`src/rtl/alarm_bank.sv`:
```
`default_nettype none
// ============================================================================
// Module   : alarm_bank
// Purpose  : Multi-channel BCD alarm unit. Holds NUM_ALARMS programmable
//            hh:mm alarm times, each with its own IDLE/RINGING/SNOOZED state
//            machine, ring timeout and snooze countdown. Drives per-channel
//            ring flags, a priority-encoded ringing channel and a blinking
//            LED bar. All timing is paced by a one-clock 1 Hz enable pulse.
//
// Ports    : clk        - system clock
//            reset      - synchronous, active-low reset
//            tick_1hz   - one-clk pulse, once per second
//            cur_hr/min/sec - current time, BCD {tens,ones}
//            wr_en      - one-clk write strobe
//            wr_ch      - channel index to write
//            wr_hr/wr_min - alarm time to store, BCD
//            wr_arm     - channel enable to store
//            dismiss    - stops every ringing or snoozed channel
//            snooze     - snoozes every ringing channel
//            ring       - per-channel ringing flag (registered)
//            any_ring   - OR of ring
//            ring_ch    - lowest ringing channel index, 0 when none
//            wr_err     - one-clk pulse when a write is rejected
//            led_alarm  - blinking LED bar
//            missed     - (ALARM_MISSED_EN only) channel timed out unanswered
//            missed_clr - (ALARM_MISSED_EN only) clears all missed flags
//
// Options  : define ALARM_MISSED_EN to add the missed/missed_clr ports and
//            the per-channel missed flags.
//
// Revision : 1.0 - initial release
// ============================================================================
module alarm_bank #(
    parameter int NUM_ALARMS     = 4,
    parameter int CH_W           = 2,
    parameter int SNOOZE_S       = 300,
    parameter int RING_TIMEOUT_S = 60
) (
    input  logic                  clk,
    input  logic                  reset,
    input  logic                  tick_1hz,
    input  logic [7:0]            cur_hr,
    input  logic [7:0]            cur_min,
    input  logic [7:0]            cur_sec,
    input  logic                  wr_en,
    input  logic [CH_W-1:0]       wr_ch,
    input  logic [7:0]            wr_hr,
    input  logic [7:0]            wr_min,
    input  logic                  wr_arm,
    input  logic                  dismiss,
    input  logic                  snooze,
    output logic [NUM_ALARMS-1:0] ring,
    output logic                  any_ring,
    output logic [CH_W-1:0]       ring_ch,
    output logic                  wr_err,
    output logic [7:0]            led_alarm
`ifdef ALARM_MISSED_EN
    ,
    input  logic                  missed_clr,
    output logic [NUM_ALARMS-1:0] missed
`endif
);

    typedef enum logic [1:0] {
        ST_IDLE    = 2'd0,
        ST_RINGING = 2'd1,
        ST_SNOOZED = 2'd2
    } state_t;

    // One 12-bit counter per channel serves both the ring timeout (counts
    // up) and the snooze countdown; a channel only ever needs one of them.
    localparam logic [11:0] C_SNOOZE_LOAD = 12'(SNOOZE_S);
    localparam logic [11:0] C_TMO_LAST    = 12'(RING_TIMEOUT_S - 1);

    // ------------------------------------------------------------------
    // Write validation
    // ------------------------------------------------------------------
    logic                  w_bcd_ok;
    logic                  w_range_ok;
    logic                  w_ch_ok;
    logic                  w_wr_accept;
    logic [NUM_ALARMS-1:0] w_wr_hit;
    logic [NUM_ALARMS-1:0] ring_d;
    logic [NUM_ALARMS-1:0] ring_q;
    logic                  wr_err_q;
    logic [7:0]            led_q;
    logic [CH_W-1:0]       w_ring_ch;
    logic                  w_any_ring_d;

`ifdef ALARM_MISSED_EN
    logic [NUM_ALARMS-1:0] w_timeout;
    logic [NUM_ALARMS-1:0] missed_q;
`endif

    assign w_bcd_ok   = (wr_hr[7:4]  <= 4'd9) && (wr_hr[3:0]  <= 4'd9) &&
                        (wr_min[7:4] <= 4'd9) && (wr_min[3:0] <= 4'd9);
    // With every nibble valid, a plain byte compare against the BCD limit
    // is the same as a decimal range check.
    assign w_range_ok = (wr_hr <= 8'h23) && (wr_min <= 8'h59);
    assign w_ch_ok    = (32'(wr_ch) < 32'(NUM_ALARMS));

    assign w_wr_accept = wr_en && w_bcd_ok && w_range_ok && w_ch_ok;

    // ------------------------------------------------------------------
    // Per-channel state machines
    // ------------------------------------------------------------------
    for (genvar gi = 0; gi < NUM_ALARMS; gi++) begin : g_ch
        state_t      state_q;
        state_t      state_d;
        logic [11:0] cnt_q;
        logic [11:0] cnt_d;
        logic [7:0]  hr_q;
        logic [7:0]  hr_d;
        logic [7:0]  min_q;
        logic [7:0]  min_d;
        logic        arm_q;
        logic        arm_d;
        logic        w_match;

        assign w_wr_hit[gi] = w_wr_accept && (wr_ch == CH_W'(gi));
        assign w_match      = arm_q && (cur_sec == 8'h00) &&
                              (cur_hr == hr_q) && (cur_min == min_q);

        // Priority: write to this channel > dismiss > snooze > tick.
        // Dismiss and snooze only pre-empt the tick path in the states
        // they actually act on.
        always_comb begin
            state_d = state_q;
            cnt_d   = cnt_q;
            hr_d    = hr_q;
            min_d   = min_q;
            arm_d   = arm_q;
            if (w_wr_hit[gi]) begin
                hr_d    = wr_hr;
                min_d   = wr_min;
                arm_d   = wr_arm;
                state_d = ST_IDLE;
                cnt_d   = 12'd0;
            end else if (dismiss && (state_q != ST_IDLE)) begin
                state_d = ST_IDLE;
                cnt_d   = 12'd0;
            end else if (snooze && (state_q == ST_RINGING)) begin
                state_d = ST_SNOOZED;
                cnt_d   = C_SNOOZE_LOAD;
            end else if (tick_1hz) begin
                case (state_q)
                    ST_IDLE: begin
                        if (w_match) begin
                            state_d = ST_RINGING;
                            cnt_d   = 12'd0;
                        end
                    end
                    ST_RINGING: begin
                        // Leaves on the tick that would make the count
                        // equal RING_TIMEOUT_S.
                        if (cnt_q == C_TMO_LAST) begin
                            state_d = ST_IDLE;
                            cnt_d   = 12'd0;
                        end else begin
                            cnt_d = cnt_q + 12'd1;
                        end
                    end
                    ST_SNOOZED: begin
                        // Re-rings on the tick that would take the count
                        // to zero; time matches are ignored here.
                        if (cnt_q == 12'd1) begin
                            state_d = ST_RINGING;
                            cnt_d   = 12'd0;
                        end else begin
                            cnt_d = cnt_q - 12'd1;
                        end
                    end
                    default: begin
                        state_d = ST_IDLE;
                        cnt_d   = 12'd0;
                    end
                endcase
            end
        end

        always_ff @(posedge clk) begin
            if (!reset) begin
                state_q <= ST_IDLE;
                cnt_q   <= 12'd0;
                hr_q    <= 8'h00;
                min_q   <= 8'h00;
                arm_q   <= 1'b0;
            end else begin
                state_q <= state_d;
                cnt_q   <= cnt_d;
                hr_q    <= hr_d;
                min_q   <= min_d;
                arm_q   <= arm_d;
            end
        end

        assign ring_d[gi] = (state_d == ST_RINGING);

`ifdef ALARM_MISSED_EN
        // Only the timeout path moves RINGING to IDLE without a write to
        // this channel or a dismiss.
        assign w_timeout[gi] = (state_q == ST_RINGING) &&
                               (state_d == ST_IDLE) &&
                               !w_wr_hit[gi] && !dismiss;
`endif
    end

    // ------------------------------------------------------------------
    // Shared registered outputs
    // ------------------------------------------------------------------
    assign w_any_ring_d = |ring_d;

    always_ff @(posedge clk) begin
        if (!reset) begin
            ring_q   <= '0;
            wr_err_q <= 1'b0;
            led_q    <= 8'h00;
        end else begin
            ring_q   <= ring_d;
            wr_err_q <= wr_en && !w_wr_accept;
            // Dark when nothing rings; full on at the start of a ringing
            // episode; then toggles once per second.
            if (!w_any_ring_d) begin
                led_q <= 8'h00;
            end else if (!(|ring_q)) begin
                led_q <= 8'hFF;
            end else if (tick_1hz) begin
                led_q <= ~led_q;
            end
        end
    end

`ifdef ALARM_MISSED_EN
    // A timeout in the same clock as missed_clr still leaves the flag set,
    // so a fresh miss is never lost.
    always_ff @(posedge clk) begin
        if (!reset) begin
            missed_q <= '0;
        end else begin
            missed_q <= (missed_q & ~w_wr_hit & ~{NUM_ALARMS{missed_clr}}) |
                        w_timeout;
        end
    end

    assign missed = missed_q;
`endif

    // Lowest-index ringing channel.
    always_comb begin
        w_ring_ch = '0;
        for (int k = NUM_ALARMS - 1; k >= 0; k--) begin
            if (ring_q[k]) begin
                w_ring_ch = CH_W'(k);
            end
        end
    end

    assign ring      = ring_q;
    assign any_ring  = |ring_q;
    assign ring_ch   = w_ring_ch;
    assign wr_err    = wr_err_q;
    assign led_alarm = led_q;

endmodule
`default_nettype wire

```
`config.mk`:
```
export PLATFORM = sky130hd
export DESIGN_NAME = alarm_bank
export DESIGN_NICKNAME = d
export VERILOG_FILES = /design/src/rtl/alarm_bank.sv
export SDC_FILE = /design/constraint.sdc
export NUM_CORES = 1
export LEC_CHECK = 0
export ABC_AREA = 1
export CAP_MARGIN = 20
export CORE_MARGIN = 5
export CORE_UTILIZATION = 40
export CTS_CLUSTER_SIZE = 24
export DETAILED_ROUTE_END_ITERATION = 16
export GPL_TIMING_DRIVEN = 0
export MAX_ROUTING_LAYER = met4
export SYNTH_ARGS = -nofsm -noshare
export SYNTH_HDL_FRONTEND = slang
export SYNTH_SLANG_ARGS = --single-unit
```
`constraint.sdc`:
```
create_clock -name clk -period 2.19 [get_ports clk]
set_input_delay 0.438 -clock clk [delete_from_list [all_inputs] [get_ports clk]]
set_output_delay 0.438 -clock clk [all_outputs]
set_load 0.01 [all_outputs]
```
Yosys cells after proc, flatten, opt, wreduce, memory -nomap -nowiden
Index checks and enable logic that the tools add are counted.
{ "word_totals": {"reg_bits": 137, "input_bits": 49, "out_inout_bits": 16, "word_cells": 210} }
{ "classes": {"add_sub_neg": 8, "n_lt_le_gt_ge": 6, "n_eq_ne": 40, "n_mux": 62, "bitwise_logic": 2, "n_reduce_logical": 65} }
{ "ops": {"columns": ["cell", "count"], "rows": [
  ["$mux W12", 12],
  ["$pmux W12 S3", 4],
  ["$mux W9", 8],
  ["$eq A8 B8 Y1", 8],
  ["$mux W2", 32],
  ["$add A12 B1 Y12 const B", 4],
  ["$eq A12 B1 Y1 const B", 4],
  ["$eq A12 B6 Y1 const B", 4],
  ["$sub A12 B1 Y12 const B", 4],
  ["$logic_and A1 B1 Y1", 31],
  ["$pmux W2 S3", 4],
  ["$reduce_or A4 Y1", 6],
  ["$eq A2 B1 Y1 const B", 9],
  ["$reduce_and A2 Y1", 9],
  ["$le A4 B4 Y1 const B", 4],
  ["$mux W8", 2],
  ["$reduce_bool A2 Y1", 8],
  ["$eq A2 B2 Y1 const B", 6],
  ["$ne A3 B3 Y1 const B", 4],
  ["$reduce_or A3 Y1", 4],
  ["$logic_not A2 Y1", 5],
  ["$ne A2 B2 Y1 const B", 5],
  ["$le A8 B6 Y1 const B", 1],
  ["$le A8 B7 Y1 const B", 1],
  ["4 further kinds", 4]
]} }

Longest topological paths before layout
Gate-level depths: netlist of run 1.
{ "logic_depth": {"ltp_word": 13, "ltp_mapped": 16, "mapped_depth_nobuf": 16} }

Worst setup path before layout of run 1
Ideal clock, no wire load.
{ "synth_timing": {"kind": "input-to-reg", "from": "input port wr_min[6]", "to": "register led_q[1], in the netlist led_alarm[1]", "setup_time_ns": 0.137, "arrival_time_ns": 1.680, "t_required_ns": 2.053, "path_slack_ns": 0.373, "path_stages": 9, "path_cell_list": "a22o_1 nor2_4 nand2_2 nor3_4 nor3_2 nand3_2 nand2_4 nor2_8 nor3_2"} }
{ "synth_via": {"elab_chain_cells": 10} }
{ "synth_rtl": {"columns": ["element", "line", "rtl"], "rows": [
  ["start, declared", "48", "input logic [7:0] wr_min,"],
  ["$le A4 B4 Y1", "96", "(wr_min[7:4] <= 4'd9) && (wr_min[3:0] <= 4'd9);"],
  ["$logic_and A1 B1 Y1", "95", "assign w_bcd_ok = (wr_hr[7:4] <= 4'd9) && (wr_hr[3:0] <= 4'd9) &&"],
  ["$logic_and A1 B1 Y1", "96", null],
  ["$logic_and A1 B1 Y1", "102", "assign w_wr_accept = wr_en && w_bcd_ok && w_range_ok && w_ch_ok;"],
  ["$logic_and A1 B1 Y1 (*)", "102", null],
  ["$logic_and A1 B1 Y1", "120", "assign w_wr_hit[gi] = w_wr_accept && (wr_ch == CH_W'(gi));"],
  ["$mux W2", "133", "if (w_wr_hit[gi]) begin"],
  ["$eq A2 B1 Y1", "197", "assign ring_d[gi] = (state_d == ST_RINGING);"],
  ["$reduce_or A4 Y1 (*)", "211", "assign w_any_ring_d = |ring_d;"],
  ["$reduce_and A2 Y1 (no line) (*)", null, null],
  ["end signal, assigned", "228", "led_q <= ~led_q;"],
  ["end, declared", "86", "logic [7:0] led_q;"]
]} }
Every way passes the cells marked *; elsewhere a longest branch is shown, timed or not.
A chain may end at the register's enable or synchronous reset.

Worst setup path after layout of run 1
{ "layout_timing": {"from": "register ring_q[0], in the netlist ring[0]", "to": "output port any_ring"} }
{ "layout_via": {"elab_chain_cells": 1} }
{ "layout_rtl": {"columns": ["element", "line", "rtl"], "rows": [
  ["start, declared", "84", "logic [NUM_ALARMS-1:0] ring_q;"],
  ["start signal, assigned", "219", "ring_q <= ring_d;"],
  ["$reduce_or A4 Y1", "259", "assign any_ring = |ring_q;"],
  ["end, declared", "53", "output logic any_ring,"]
]} }
Every way passes these cells.

==> reports/qor.csv, run 1 <==
stage,metric,value,unit
layout,fill_cells,2341,
floorplanning,design.die.area,26000,um2
sta,min_period,2.10,ns
critical_path,crit_path_top_delay_cell,clkdlybuf4s50_1,
floorplanning,ios,65,
sta,worst_pin_slew,0.911,ns
yosys,synth_ff_type,dfxtp_1,
status,run_status,"complete, no violations",
sta,clock.fmax,475,MHz
layout,final_cell_mix,"nand2_1, a21oi_1, inv_1, nor2_1, dfxtp_1",
sta,fin_crit_sh,96.1,%
critical_path,cp-end-kind,output pin,
global_routing,track_usage,21.3,%
cts,htree_levels,4,
yosys,syn_area,9170,um2
yosys,synth_edf_count,0,
sta,setup_viol,0,
sta,final_hold_viol_count,0,
placement,place_congestion,0.921,
cts,cts_buffers,17,
critical_path,worstSetupPathType,register to output pin,
yosys,ys_warn_count,0,
route,avgRoutedWirePerCell,15.0,um
cts,clk_path_buf_depth,2,
layout,syn2layout_area_growth,19.1,%
layout,multi_input_area,5570,um2
yosys,synth_cells,1418,
sta,fin_skew,0.0122,ns
power,p_leak,4.70,nW
route,num_vias,9292,
sta,slew_headroom,39.2,%
yosys,async_flop_share,0,%
layout,drive_gt1_share,12.9,%
layout,antenna_cells,0,
worst_hold_path,min-delay-path-class,input port to register,
critical_path,crit_fanout,9,
sta,slew_violations,0,
yosys,synth_cell_types,52,
critical_path,max_stage_delay,0.59,ns
cts,root_buffer,clkbuf_16,
global_routing,antenna_found_initial,0,
layout,final_common_cell,nand2_1,
yosys,syn_area_per_cell,6.46,um2
layout,fin_nets,1585,
power,pwr_density_cell,615,nW/um2
sta,fin_tns_setup,0,ns
critical_path,rr_worst_depth,14,
route,drt_wl_total,27.1,mm
yosys,synth_seq_cells,137,
critical_path,cp-start-kind,register,
yosys,yosysSeqAreaShare,29.9,%
global_routing,first_global_vias,8561,
route,final_antenna_net_count,0,
route,drc_errors,0,
route,first_iter_violations,654,
critical_path,worst_ep_required_time,1.75,ns
yosys,synth_nets,1495,
flow_run,cap_violations,0,
floorplanning,core_area,22600,um2
cts,hold_buffers,0,
critical_path,crit_chain,nor2_1 > nand2_1 > clkdlybuf4s50_1,
cts,clk_pin_slew,0.06,ns
floorplanning,row_count,55,
placement,place_hpwl,20.2,mm
cts,cts_tree,yes,
global_routing,grt_overflow_total,0,
worst_hold_path,holdPathStages,3,
global_routing,grt_pass1_wl,43.7,mm
route,vias_per_cell,5.15,
critical_path,arrival,1.67,ns
cts,clk_latency,0.43,ns
floorplanning,die_y,161,um
power,ir_drop,0.000455,V
route,dr.pass1.iters,5,
cts,clock_sinks,137,
global_routing,grt_max_degree,17,
floorplanning,fp.dieW,161,um
floorplanning,initial_utilization,40.6,%
power,p_total,0.00672,W
layout,layout.area.seq,2750,um2
placement,io_buffers,61,
-- power by group --
part	switching, W	internal (W)
Sequential	0.0000530	0.00255
Clock	0.00120	0.00180
Combinational	0.000691	0.000430
Total	0.00194	0.00478
-- timing repair --
item | in CTS | in global routing
pin swaps | 3 | 7
buffers inserted | 5 | 5
endpoints found under the setup margin | 92 | 68
resized for setup | 18 | 28
-- final cells by class --
cell class              count  area share [%]
plain buffers              42            1.96
clock buffers              18            3.93
clock inverters            14            1.60
inverters                 184            6.36
multi-input cells        1055            51.0
flip-flops and latches    137            25.1
well taps                 285            3.27
repair buffers             71            6.73
-- final timing paths --
check	start	slack [ns]	end
worst max-delay path	ring[0]$_SDFF_PN0_	0.09	any_ring
worst min-delay path	wr_min[1]	0.39	g_ch[0].min_q[1]$_SDFFE_PN0P_
worst max register to register	g_ch[2].cnt_q[8]$_SDFFE_PP0P_	0.20	led_alarm[5]$_SDFFE_PN0P_
worst min register to register	g_ch[0].hr_q[6]$_SDFFE_PN0P_	0.45	g_ch[0].hr_q[6]$_SDFFE_PN0P_
-- Yosys cell counts, types with 2 or more instances --
library cell	count	share of area, %
nand2_1	379	16
a21oi_1	146	8.0
nor2_1	140	5.7
dfxtp_1	137	30
inv_1	137	5.6
o21ai_0	86	4.7
inv_2	43	1.8
nand3_1	39	2.1
xor2_1	34	3.2
nor3_1	29	1.6
ha_1	28	3.8
o22ai_1	21	1.4
clkbuf_1	20	0.82
o21ai_1	20	1.1
nor3_2	18	2.0
xnor2_1	18	1.7
nand2_2	17	1.2
buf_2	14	0.76
nand4_1	13	0.89
nor2_2	9	0.61
buf_4	6	0.49
nand2_4	4	0.49
nand3_2	4	0.44
nor2_4	4	0.49
o211ai_1	4	0.33
a211oi_1	3	0.25
nand4_4	3	0.70
nor3_4	3	0.53
o31ai_1	3	0.25
or2_2	3	0.20
a221oi_1	2	0.19
a31oi_1	2	0.14
and3_1	2	0.14
buf_6	2	0.25
clkinv_1	2	0.082
clkinv_2	2	0.11
nand3b_1	2	0.16
nor2_8	2	0.44
nor3b_1	2	0.16
o32ai_1	2	0.19
or2_1	2	0.14
-- state kept, by name (all words and copies together) (netlist names) --
| signal | flops |
|---|---|
| g_ch.hr_q | 32 |
| ring | 4 |
| g_ch.arm_q | 4 |
| wr_err | 1 |
| led_alarm | 8 |
| g_ch.min_q | 32 |
| g_ch.state_q | 8 |
| g_ch.cnt_q | 48 |
-- cell families after synthesis --
| group | share of synthesized area (%) |
|---|---|
| AND/OR/NAND/NOR | 33.8 |
| XOR/XNOR | 4.97 |
| buffers and inverters | 9.88 |
| AO/OA/AOI/OAI | 17.6 |
| flip-flops | 29.9 |
| adder cells (fa/ha/maj) | 3.82 |
-- metal layers --
metal / track usage [%] / vias to the layer above / part of all wire [%]
met4: 7.17 / 0 / 2.2
met2: 31.8 / 223 / 44
li1: - / 4769 / -
met5: - / - / 0
met1: 28.7 / 4259 / 49
met3: 4.34 / 41 / 5.6
-- worst max-delay path: cells and delay by family (launching register included) --
| kind | cells | cell delay (ns) |
|---|---|---|
| flip-flops | 1 | 0.39 |
| buffers and inverters | 1 | 0.59 |
| AND/OR/NAND/NOR | 2 | 0.27 |
-- stage by stage --
stage | std cells | instance area (um2) | hold slack (ns) | setup WS, ns | utilization [%]
after floorplan | 1418 | 9170 | 0.431 | 0.373 | -
final | 1806 | 10900 | 0.394 | 0.0853 | 48.4
after global placement | 1764 | 10100 | 0.439 | -0.763 | 44.9
after CTS | 1801 | 10800 | 0.451 | 0.00246 | 47.8
after global routing | 1806 | 10900 | 0.383 | -0.0113 | 48.4
after detailed placement | 1764 | 10100 | 0.440 | -0.755 | 44.9
No activity file was read; power rests on OpenSTA's default activity.
==> run 2, diff against run 1 <==
CORE_ASPECT_RATIO = 1.25   (was unset)
==> reports/qor.csv, run 2 (synthesis results as in run 1) <==
stage,metric,value,unit
status,run_status,"complete, no violations",
global_routing,antenna_found_initial,0,
layout,drive_gt1_share,12.6,%
sta,worst_slack,0.139,ns
route,first_iter_violations,466,
cts,htree_levels,4,
critical_path,crit_fanout,8,
route,dr.pass1.iters,5,
critical_path,cp-start-kind,input port,
placement,place_hpwl,20.6,mm
worst_hold_path,min-delay-path-class,input port to register,
floorplanning,die_y,179,um
layout,regMostFlops,g_ch.cnt_q,
layout,fin_nets,1578,
cts,cts_buffers,17,
floorplanning,row_count,62,
global_routing,grt_max_degree,17,
route,drt_wl_total,26.9,mm
sta,final_hold_viol_count,0,
sta,rsz0062_at_grt,false,
critical_path,worstSetupPathType,input port to register,
route,num_vias,9058,
power,pwr_density_cell,616,nW/um2
cts,clk_path_buf_depth,2,
sta,clock.fmax,488,MHz
sta,fin_tns_setup,0,ns
cts,cts_tree,yes,
layout,final_cell_mix,"nand2_1, a21oi_1, nor2_1",
layout,final_common_cell,nand2_1,
placement,io_buffers,61,
critical_path,crit_buf_inv,2,
critical_path,max_stage_delay,0.37,ns
sta,slew_violations,0,
route,vias_per_cell,5.02,
cts,hold_buffers,0,
route,drc_errors,0,
floorplanning,fp.dieW,145,um
route,final_antenna_net_count,0,
placement,place_congestion,0.926,
layout,largestRegisters,"g_ch.cnt_q (48), g_ch.hr_q (32), g_ch.min_q (32)",
global_routing,grt_pass1_wl,43.4,mm
global_routing,grt_overflow_total,0,
flow_run,cap_violations,0,
critical_path,cpMostUsedCell,nand2_1,
critical_path,crit_path_top_delay_cell,dlygate4sd2_1,
layout,syn2layout_area_growth,17.9,%
sta,worst_pin_slew,0.823,ns
sta,fin_skew,0.0102,ns
floorplanning,initial_utilization,40.2,%
critical_path,worst_ep_required_time,2.54,ns
critical_path,arrival,2.40,ns
critical_path,cp-end-kind,register,
layout,fill_cells,2451,
cts,clock_sinks,137,
critical_path,cp_top_family,simple AND/OR/NAND/NOR gates,
placement,pre_cts_slack,-0.712,ns
cts,root_buffer,clkbuf_16,
critical_path,rr_worst_depth,12,
floorplanning,ios,65,
cts,clk_pin_slew,0.07,ns
layout,largest_reg_flops,48,
sta,min_period,2.05,ns
floorplanning,design.die.area,26100,um2
cts,clk_latency,0.43,ns
critical_path,path_depth,17,
critical_path,crit_chain,dlygate4sd2_1 > inv_2 > nand2_1 > nand2_1 > nor2_1 > nand2_1 > nor2_1 > nand3_1 > nand2_2 > nand2_1 > nand2_1 > nand2_1 > nand2_1 > nand2_2 > nand2_4 > nor2_8 > nor3_2,
sta,slew_headroom,45.1,%
global_routing,track_usage,21.2,%
route,avgRoutedWirePerCell,14.9,um
global_routing,first_global_vias,8664,
power,p_leak,4.58,nW
sta,fin_crit_sh,93.7,%
worst_hold_path,holdPathStages,3,
floorplanning,core_area,22800,um2
power,ir_drop,0.000522,V
sta,setup_viol,0,
==> run 2: cell types whose count changed in the layout (fill, tap and decap cells not counted), sizes merged, moves of 2 or more <==
| cell | before | now |
|---|---|---|
| buf | 32 | 25 |
| dlygate4sd2 | 7 | 14 |
| clkinvlp | 3 | 5 |
| dlymetal6s2s | 15 | 5 |
| clkbuf | 39 | 41 |
| clkinv | 10 | 8 |
==> run 2: timing repair <==
item | in CTS | in global routing
endpoints found under the setup margin | 70 | 50
buffers inserted | 1 | 2
pin swaps | 1 | 6
gates cloned | 0 | 0
gates resized for setup | 24 | 28
==> run 2: worst reg2reg max path: stages, from the launching register on <==
cell and delay, ns:
dfxtp_2 0.40, ha_2 0.23, nand3_1 0.08, nor3_1 0.19, nand2_1 0.12, nand2_4 0.15, a21oi_1 0.08, nand2_1 0.09
a21oi_1 0.09, nand2_2 0.12, nand2_4 0.07, nor2_8 0.21, nor3_2 0.06
==> run 2: routing by layer <==
| layer | part of all wire [%] | global-route usage (%) | vias to the layer above |
|---|---|---|---|
| met5 | 0 | - | - |
| li1 | - | - | 4744 |
| met1 | 45 | 24.6 | 4078 |
| met4 | 3.8 | 9.41 | 0 |
| met2 | 48 | 36.6 | 183 |
| met3 | 3.5 | 2.88 | 53 |
==> run 2: path summary, 6_finish.rpt <==
check	endpoint	startpoint	slack [ns]
setup / recovery	led_alarm[3]$_SDFFE_PN0P_	cur_hr[4]	0.14
hold / removal	g_ch[3].hr_q[2]$_SDFFE_PN0N_	wr_hr[2]	0.43
setup reg to reg	led_alarm[3]$_SDFFE_PN0P_	g_ch[3].cnt_q[0]$_SDFFE_PP0P_	0.15
hold reg to reg	g_ch[0].hr_q[6]$_SDFFE_PN0P_	g_ch[0].hr_q[6]$_SDFFE_PN0P_	0.46
==> run 2: through the flow <==
stage | cells | instance area (um2) | total power [W] | hold WS, ns | util [%]
2_1_floorplan | 1418 | 9170 | 0.00337 | 0.431 | -
3_3_place_gp | 1767 | 10100 | 0.00379 | 0.440 | 44.4
3_5_place_dp | 1767 | 10100 | 0.00380 | 0.448 | 44.4
4_1_cts | 1800 | 10700 | 0.00669 | 0.457 | 47.1
5_1_grt | 1802 | 10800 | 0.00694 | 0.422 | 47.4
6_report | 1803 | 10800 | 0.00665 | 0.433 | 47.4
==> run 2: power by group <==
| part | switching [W] | internal [W] | total (W) | leakage, nW |
|---|---|---|---|---|
| Clock | 0.00120 | 0.00171 | 0.00291 | 0.275 |
| Sequential | 0.0000585 | 0.00255 | 0.00261 | 1.11 |
| Combinational | 0.000703 | 0.000426 | 0.00113 | 3.19 |
| Total | 0.00196 | 0.00469 | 0.00665 | 4.58 |
==> run 2: layout make-up <==
type | instances | area (um2) | share of cell area, %
inverters | 184 | 693 | 6.42
plain buffers | 42 | 224 | 2.07
repair buffers | 64 | 638 | 5.91
clock inverters | 14 | 148 | 1.37
clock buffers | 18 | 439 | 4.06
multi-input cells | 1055 | 5550 | 51.4
flip-flops and latches | 137 | 2750 | 25.4
well taps | 288 | 360 | 3.34
diodes | 1 | 2.50 | 0.0232
